File: src/rtl/iter_div.sv
// Radix-2 restoring divider: one quotient bit per cycle, {quotient, remainder} strobed 32 cycles after accept.
// Both treadys stay low from accept until the strobe cycle has passed; the result has no backpressure.
module iter_div #(
    parameter bit SIGNED = 1'b1
) (
    input  logic        clk,
    input  logic        reset,
    input  logic        div_flush,
    input  logic        s_axis_dividend_tvalid,
    output logic        s_axis_dividend_tready,
    input  logic [31:0] s_axis_dividend_tdata,
    input  logic        s_axis_divisor_tvalid,
    output logic        s_axis_divisor_tready,
    input  logic [31:0] s_axis_divisor_tdata,
    output logic        m_axis_dout_tvalid,
    output logic [63:0] m_axis_dout_tdata
);

    typedef enum logic [1:0] {IDLE, BUSY, DONE} state_t;

    state_t      state_q, state_d;
    logic [5:0]  cnt_q, cnt_d;
    logic [31:0] rem_q, rem_d;
    logic [31:0] quo_q, quo_d;
    logic [31:0] dvs_q, dvs_d;
    logic        qneg_q, qneg_d;
    logic        rneg_q, rneg_d;
    logic        rdy_q, rdy_d;
    logic [63:0] dout_q, dout_d;

    logic        accept;
    logic        a_neg, b_neg;
    logic [31:0] a_mag, b_mag;
    logic [32:0] shifted;
    logic        q_bit;
    logic [31:0] rem_nx, quo_nx, q_fix, r_fix;

    assign accept = (state_q == IDLE) && rdy_q && s_axis_dividend_tvalid
                    && s_axis_divisor_tvalid && !div_flush;

    assign a_neg = SIGNED & s_axis_dividend_tdata[31];
    assign b_neg = SIGNED & s_axis_divisor_tdata[31];
    assign a_mag = a_neg ? -s_axis_dividend_tdata : s_axis_dividend_tdata;
    assign b_mag = b_neg ? -s_axis_divisor_tdata : s_axis_divisor_tdata;

    // quo_q starts as the dividend and is shifted out MSB-first while quotient bits shift in.
    assign shifted = {rem_q, quo_q[31]};
    assign q_bit   = (shifted >= {1'b0, dvs_q});
    assign rem_nx  = q_bit ? (shifted[31:0] - dvs_q) : shifted[31:0];
    assign quo_nx  = {quo_q[30:0], q_bit};
    assign q_fix   = qneg_q ? -quo_nx : quo_nx;
    assign r_fix   = rneg_q ? -rem_nx : rem_nx;

    always_comb begin
        state_d = state_q;
        cnt_d   = cnt_q;
        rem_d   = rem_q;
        quo_d   = quo_q;
        dvs_d   = dvs_q;
        qneg_d  = qneg_q;
        rneg_d  = rneg_q;
        dout_d  = dout_q;
        case (state_q)
            IDLE: begin
                if (accept) begin
                    rem_d   = '0;
                    quo_d   = a_mag;
                    dvs_d   = b_mag;
                    qneg_d  = a_neg ^ b_neg;
                    rneg_d  = a_neg;
                    cnt_d   = '0;
                    state_d = BUSY;
                end
            end
            BUSY: begin
                if (div_flush) begin
                    state_d = IDLE;
                end else begin
                    rem_d = rem_nx;
                    quo_d = quo_nx;
                    cnt_d = cnt_q + 6'd1;
                    if (cnt_q == 6'd31) begin
                        dout_d  = {q_fix, r_fix};
                        state_d = DONE;
                    end
                end
            end
            DONE:    state_d = IDLE;
            default: state_d = IDLE;
        endcase
        rdy_d = (state_d == IDLE);
    end

    always_ff @(posedge clk or posedge reset) begin
        if (reset) begin
            state_q <= IDLE;
            cnt_q   <= '0;
            rem_q   <= '0;
            quo_q   <= '0;
            dvs_q   <= '0;
            qneg_q  <= 1'b0;
            rneg_q  <= 1'b0;
            rdy_q   <= 1'b0;
            dout_q  <= '0;
        end else begin
            state_q <= state_d;
            cnt_q   <= cnt_d;
            rem_q   <= rem_d;
            quo_q   <= quo_d;
            dvs_q   <= dvs_d;
            qneg_q  <= qneg_d;
            rneg_q  <= rneg_d;
            rdy_q   <= rdy_d;
            dout_q  <= dout_d;
        end
    end

    assign s_axis_dividend_tready = rdy_q;
    assign s_axis_divisor_tready  = rdy_q;
    assign m_axis_dout_tvalid     = (state_q == DONE);
    assign m_axis_dout_tdata      = dout_q;

endmodule

File: config.mk
export PLATFORM = sky130hd
export DESIGN_NAME = iter_div
export DESIGN_NICKNAME = d
export VERILOG_FILES = /design/src/rtl/iter_div.sv
export SDC_FILE = /design/constraint.sdc
export NUM_CORES = 1
export LEC_CHECK = 0
export ABC_AREA = 1
export BUFFER_PORTS_ARGS = -buffer_cell sky130_fd_sc_hd__buf_4
export CELL_PAD_IN_SITES_DETAIL_PLACEMENT = 1
export CELL_PAD_IN_SITES_GLOBAL_PLACEMENT = 2
export CORE_MARGIN = 4
export CORE_UTILIZATION = 33
export CTS_CLUSTER_SIZE = 10
export DETAILED_ROUTE_END_ITERATION = 16
export PLACE_DENSITY = 0.8
export SETUP_SLACK_MARGIN = 0.15
export SYNTH_ARGS = -nofsm -noshare
export SYNTH_HDL_FRONTEND = slang
export SYNTH_SLANG_ARGS = --single-unit
File: constraint.sdc
create_clock -name clk -period 7.07 [get_ports clk]
set_input_delay 0.3535 -clock clk [delete_from_list [all_inputs] [get_ports clk]]
set_output_delay 0.3535 -clock clk [all_outputs]
set_load 0.01 [all_outputs]
==> impl_metrics.csv <==
group,metric,value,unit
status,status,"complete, no violations",
drt,viasPerCell,5.00,
setup_path,path_cells,"ha_1 -> nand2_2 -> inv_2 -> nand2_1 -> nand2_1 -> nand2_1 -> nand3_2 -> nand2_2 -> nand2_2 -> nand2_4 -> nand2_4 -> inv_2 -> ha_1 -> nand4_1 -> nand3b_1 -> nor2_1 -> nand2_1 -> nor3_1 -> nand4_1 -> o21ai_0 -> nand2_1 -> xor2_1 -> o21ai_0",
yosys,async_flop_share,100,%
clock_tree,cts_resized,0,
setup_path,crit_path_max_incr_delay,0.47,ns
yosys,ys.warnings.count,0,
floorplan,start_util,33.5,%
setup_path,crit_top_cell,"nand2_1",
final_layout,fillCellCount,4964,
power_and_ir_drop,power_frac_comb,62.8,%
drt,wl,48.7,mm
clock_tree,clock_sinks,171,
drt,dr.first_iter.drc_count,786,
yosys,yosys_register_bits,171,
clock_tree,cts.root.buffer_cell,"clkbuf_16",
yosys,ys.flop_type,"dfrtp_1",
final_layout,drive_above_1_share,11.6,%
setup_path,timing.rr.end,"m_axis_dout_tdata[62]$_DFFE_PP0P_",
yosys,syn_nets,2025,
yosys,yosysTopAreaCell,"dfrtp_1",
setup_path,path_max_fanout,39,
timing,slew_headroom,32.5,%
drt,wire_per_inst,19.1,um
power_and_ir_drop,pwr-share-seq,22.0,%
power_and_ir_drop,p_leak,7.65,nW
clock_tree,cts_made_buffers,17,
min_path,hold_depth,3,
global_route,grt_pass1_wl,77.0,mm
timing,maxClockFrequency,0.205,GHz
setup_path,r2r_start,"rem_q[2]$_DFFE_PP0P_",
drt,route.detailed.drc,0,
yosys,synth_area_leaders,"dfrtp_1 (34%), nand2_1 (18%), inv_1 (7.3%)",
timing,worst_slew_pin_slew,1.01,ns
setup_path,crit_arrival,5.24,ns
min_path,hold_path.startpoint,"s_axis_divisor_tdata[6]",
timing,period_minus_slack,4.87,ns
final_layout,multiInputGateArea,7100,um2
floorplan,die_w,204,um
clock_tree,worst_skew_pair.late_latency,0.45,ns
yosys,ys_types,49,
yosys,synth_edf_count,0,
yosys,yosysSeqAreaShare,33.9,%
final_layout,fin_nets,2127,
timing,fin_worst_skew,0.0103,ns
clock_tree,htreeDepth,4,
final_layout,antenna_cells,0,
final_layout,seq_area,4280,um2
power_and_ir_drop,p_int,0.00279,W
setup_path,critPathLaunchType,"flop",
timing,setup_tns,0,ns
clock_tree,cts_tree,"yes",
global_route,grt_max_degree,64,
min_path,min_to,"dvs_q[6]$_DFFE_PP0P_",
power_and_ir_drop,cellPowerDensity,425,nW/um2
place,place_congestion,0.923,
global_route,antenna_found_initial,0,
floorplan,core_area,37700,um2
floorplan,chipHeight,204,um
power_and_ir_drop,p_sw,0.00345,W
yosys,syn-mean-instance-area,6.58,um2
yosys,synth_top_cell_area_share,33.9,%
drt,firstDrtPassIters,7,
setup_path,slowest_stage,"ha_1",
drt,ant_nets,0,
floorplan,fp-row-count,71,
power_and_ir_drop,pwr-share-clk,15.3,%
setup_path,endpoint_kind,"flop",
drt,num_vias,12723,
yosys,mappedNetlistArea,12600,um2
global_route,grt_use_total,23.7,%
drt,met2_length,23.5,mm
setup_path,worst_ep_required_time,7.44,ns
place,io_buffer_count,135,
timing,rsz0062_at_grt,"no",
global_route,gr-total-overflow,0,
drt,wl_met3,1.75,mm
setup_path,r2r_cells,23,
timing,maxSlewViolCount,0,
yosys,syn-instance-count,1918,
run,cap_violations,0,
floorplan,io_pins,136,
timing,finalSetupViolCount,0,
power_and_ir_drop,fin_total_pwr,0.00623,W
clock_tree,clock_path_buffers,2,
min_path,holdCritPathClass,"in2reg",
yosys,ys_top_cells_by_count,"nand2_1 (616), inv_1 (245), nor2_1 (173)",
setup_path,r2r_setup_slack,2.20,ns
clock_tree,clk_pin_slew,0.07,ns
power_and_ir_drop,p_sw_share,55.3,%
yosys,yosysMostFrequentCell,"nand2_1",
drt,wirelength_met1,22.0,mm
drt,top_layer_used,"met4",
global_route,grt_pass1_vias,13340,
floorplan,die_area,41500,um2
setup_path,criticalPathCategory,"reg2reg",
place,place_hpwl,38.6,mm
timing,hold_violations,0,
timing,post-route-period-util,68.8,%
power_and_ir_drop,irDropWorstVdd,0.000171,V
final_layout,area_delta_synth_final,16.1,%
==> state kept, by name (all words and copies together) (netlist names) <==
signal,cells
rneg_q,1
cnt_q,6
m_axis_dout_tdata,64
quo_q,32
s_axis_dividend_tready,1
rem_q,32
qneg_q,1
state_q,2
dvs_q,32
==> cell families after synthesis <==
kind of cell | Yosys count | share of synthesized area (%)
adders and majority gates | 38 | 3.83
AOI/OAI and AO/OA | 279 | 12.2
buffers and inverters | 320 | 9.96
and+or+nand+nor | 1034 | 34.8
DFF | 171 | 33.9
xor gates and xnor gates | 76 | 5.27
==> area by class of cell <==
| class | count | share of cell area (%) |
|---|---|---|
| repair buffers | 147 | 7.54 |
| flip-flops and latches | 171 | 29.2 |
| inverters | 256 | 6.59 |
| clock inverters | 12 | 0.777 |
| multi-input cells | 1427 | 48.5 |
| well taps | 511 | 4.36 |
| clock buffers | 19 | 3.09 |
==> worst max-delay path by stage <==
stage,from,to,slack (ns),depth (start not counted)
floorplan,reset,cnt_q[0]$_DFFE_PP0P_,2.08,1
global route,rem_q[2]$_DFFE_PP0P_,m_axis_dout_tdata[62]$_DFFE_PP0P_,1.82,23
detailed placement,rem_q[2]$_DFFE_PP0P_,m_axis_dout_tdata[62]$_DFFE_PP0P_,2.30,23
global placement,rem_q[2]$_DFFE_PP0P_,m_axis_dout_tdata[62]$_DFFE_PP0P_,2.46,23
finish,rem_q[2]$_DFFE_PP0P_,m_axis_dout_tdata[62]$_DFFE_PP0P_,2.20,23
CTS,rem_q[2]$_DFFE_PP0P_,m_axis_dout_tdata[62]$_DFFE_PP0P_,2.25,23
==> cells in the final DEF, fill, tap and decap left out, drive strengths merged, types with 3 or more instances in the layout <==
cell | netlist | final
o31ai | 9 | 9
inv | 255 | 259
or3 | 3 | 3
xnor2 | 14 | 14
clkbuf | 45 | 19
xor2 | 62 | 62
a31oi | 9 | 9
o22ai | 3 | 3
dfrtp | 171 | 171
nor2 | 183 | 183
o221ai | 6 | 6
or2 | 8 | 8
o211ai | 20 | 20
clkinvlp | 0 | 3
buf | 19 | 146
a21oi | 49 | 49
clkinv | 1 | 5
nand4 | 23 | 23
nand2 | 633 | 633
nand3b | 10 | 10
ha | 37 | 37
nor3 | 32 | 32
nand3 | 133 | 133
nor4 | 7 | 7
o21ai | 178 | 178
==> critical path, delay by kind of cell, from the launching register on <==
| family | cells | cell delay, ns |
|---|---|---|
| AO/OA/AOI/OAI | 2 | 0.52 |
| adder cells (fa/ha/maj) | 2 | 0.73 |
| AND/OR/NAND/NOR | 16 | 2.57 |
| buffers and inverters | 2 | 0.34 |
| XOR/XNOR | 1 | 0.16 |
| flip-flops | 1 | 0.45 |
==> metal layers <==
metal | track usage, % | vias up
met5 | 0 | -
met4 | 7.68 | 0
met3 | 4.01 | 61
met2 | 40.2 | 186
met1 | 31.0 | 6171
li1 | - | 6305
==> through the flow <==
| step | instances | utilization, % | area [um2] | setup slack [ns] | hold slack, ns |
|---|---|---|---|---|---|
| floorplan | 1918 | - | 12600 | 2.08 | 0.453 |
| global placement | 2511 | 37.4 | 14100 | 2.46 | 0.405 |
| detailed placement | 2511 | 37.4 | 14100 | 2.30 | 0.410 |
| CTS | 2543 | 38.9 | 14700 | 2.25 | 0.193 |
| global route | 2543 | 38.9 | 14700 | 1.82 | 0.216 |
| finish | 2543 | 38.9 | 14700 | 2.20 | 0.209 |
==> power by group through the flow <==
stage | combinational (W) | clock [W] | sequential (W)
after floorplan | 0.00276 | 0 | 0.00130
after global placement | 0.00386 | 0 | 0.00137
after detailed placement | 0.00391 | 0 | 0.00138
after CTS | 0.00393 | 0.000969 | 0.00137
after global routing | 0.00443 | 0.00101 | 0.00139
final | 0.00391 | 0.000951 | 0.00137
==> what timing repair did <==
action                                 CTS  global route
endpoints found under the hold margin   46             0
hold buffers                             1             0
buffers inserted                         0             0
Note: power is estimated with default switching activity, not from simulation.
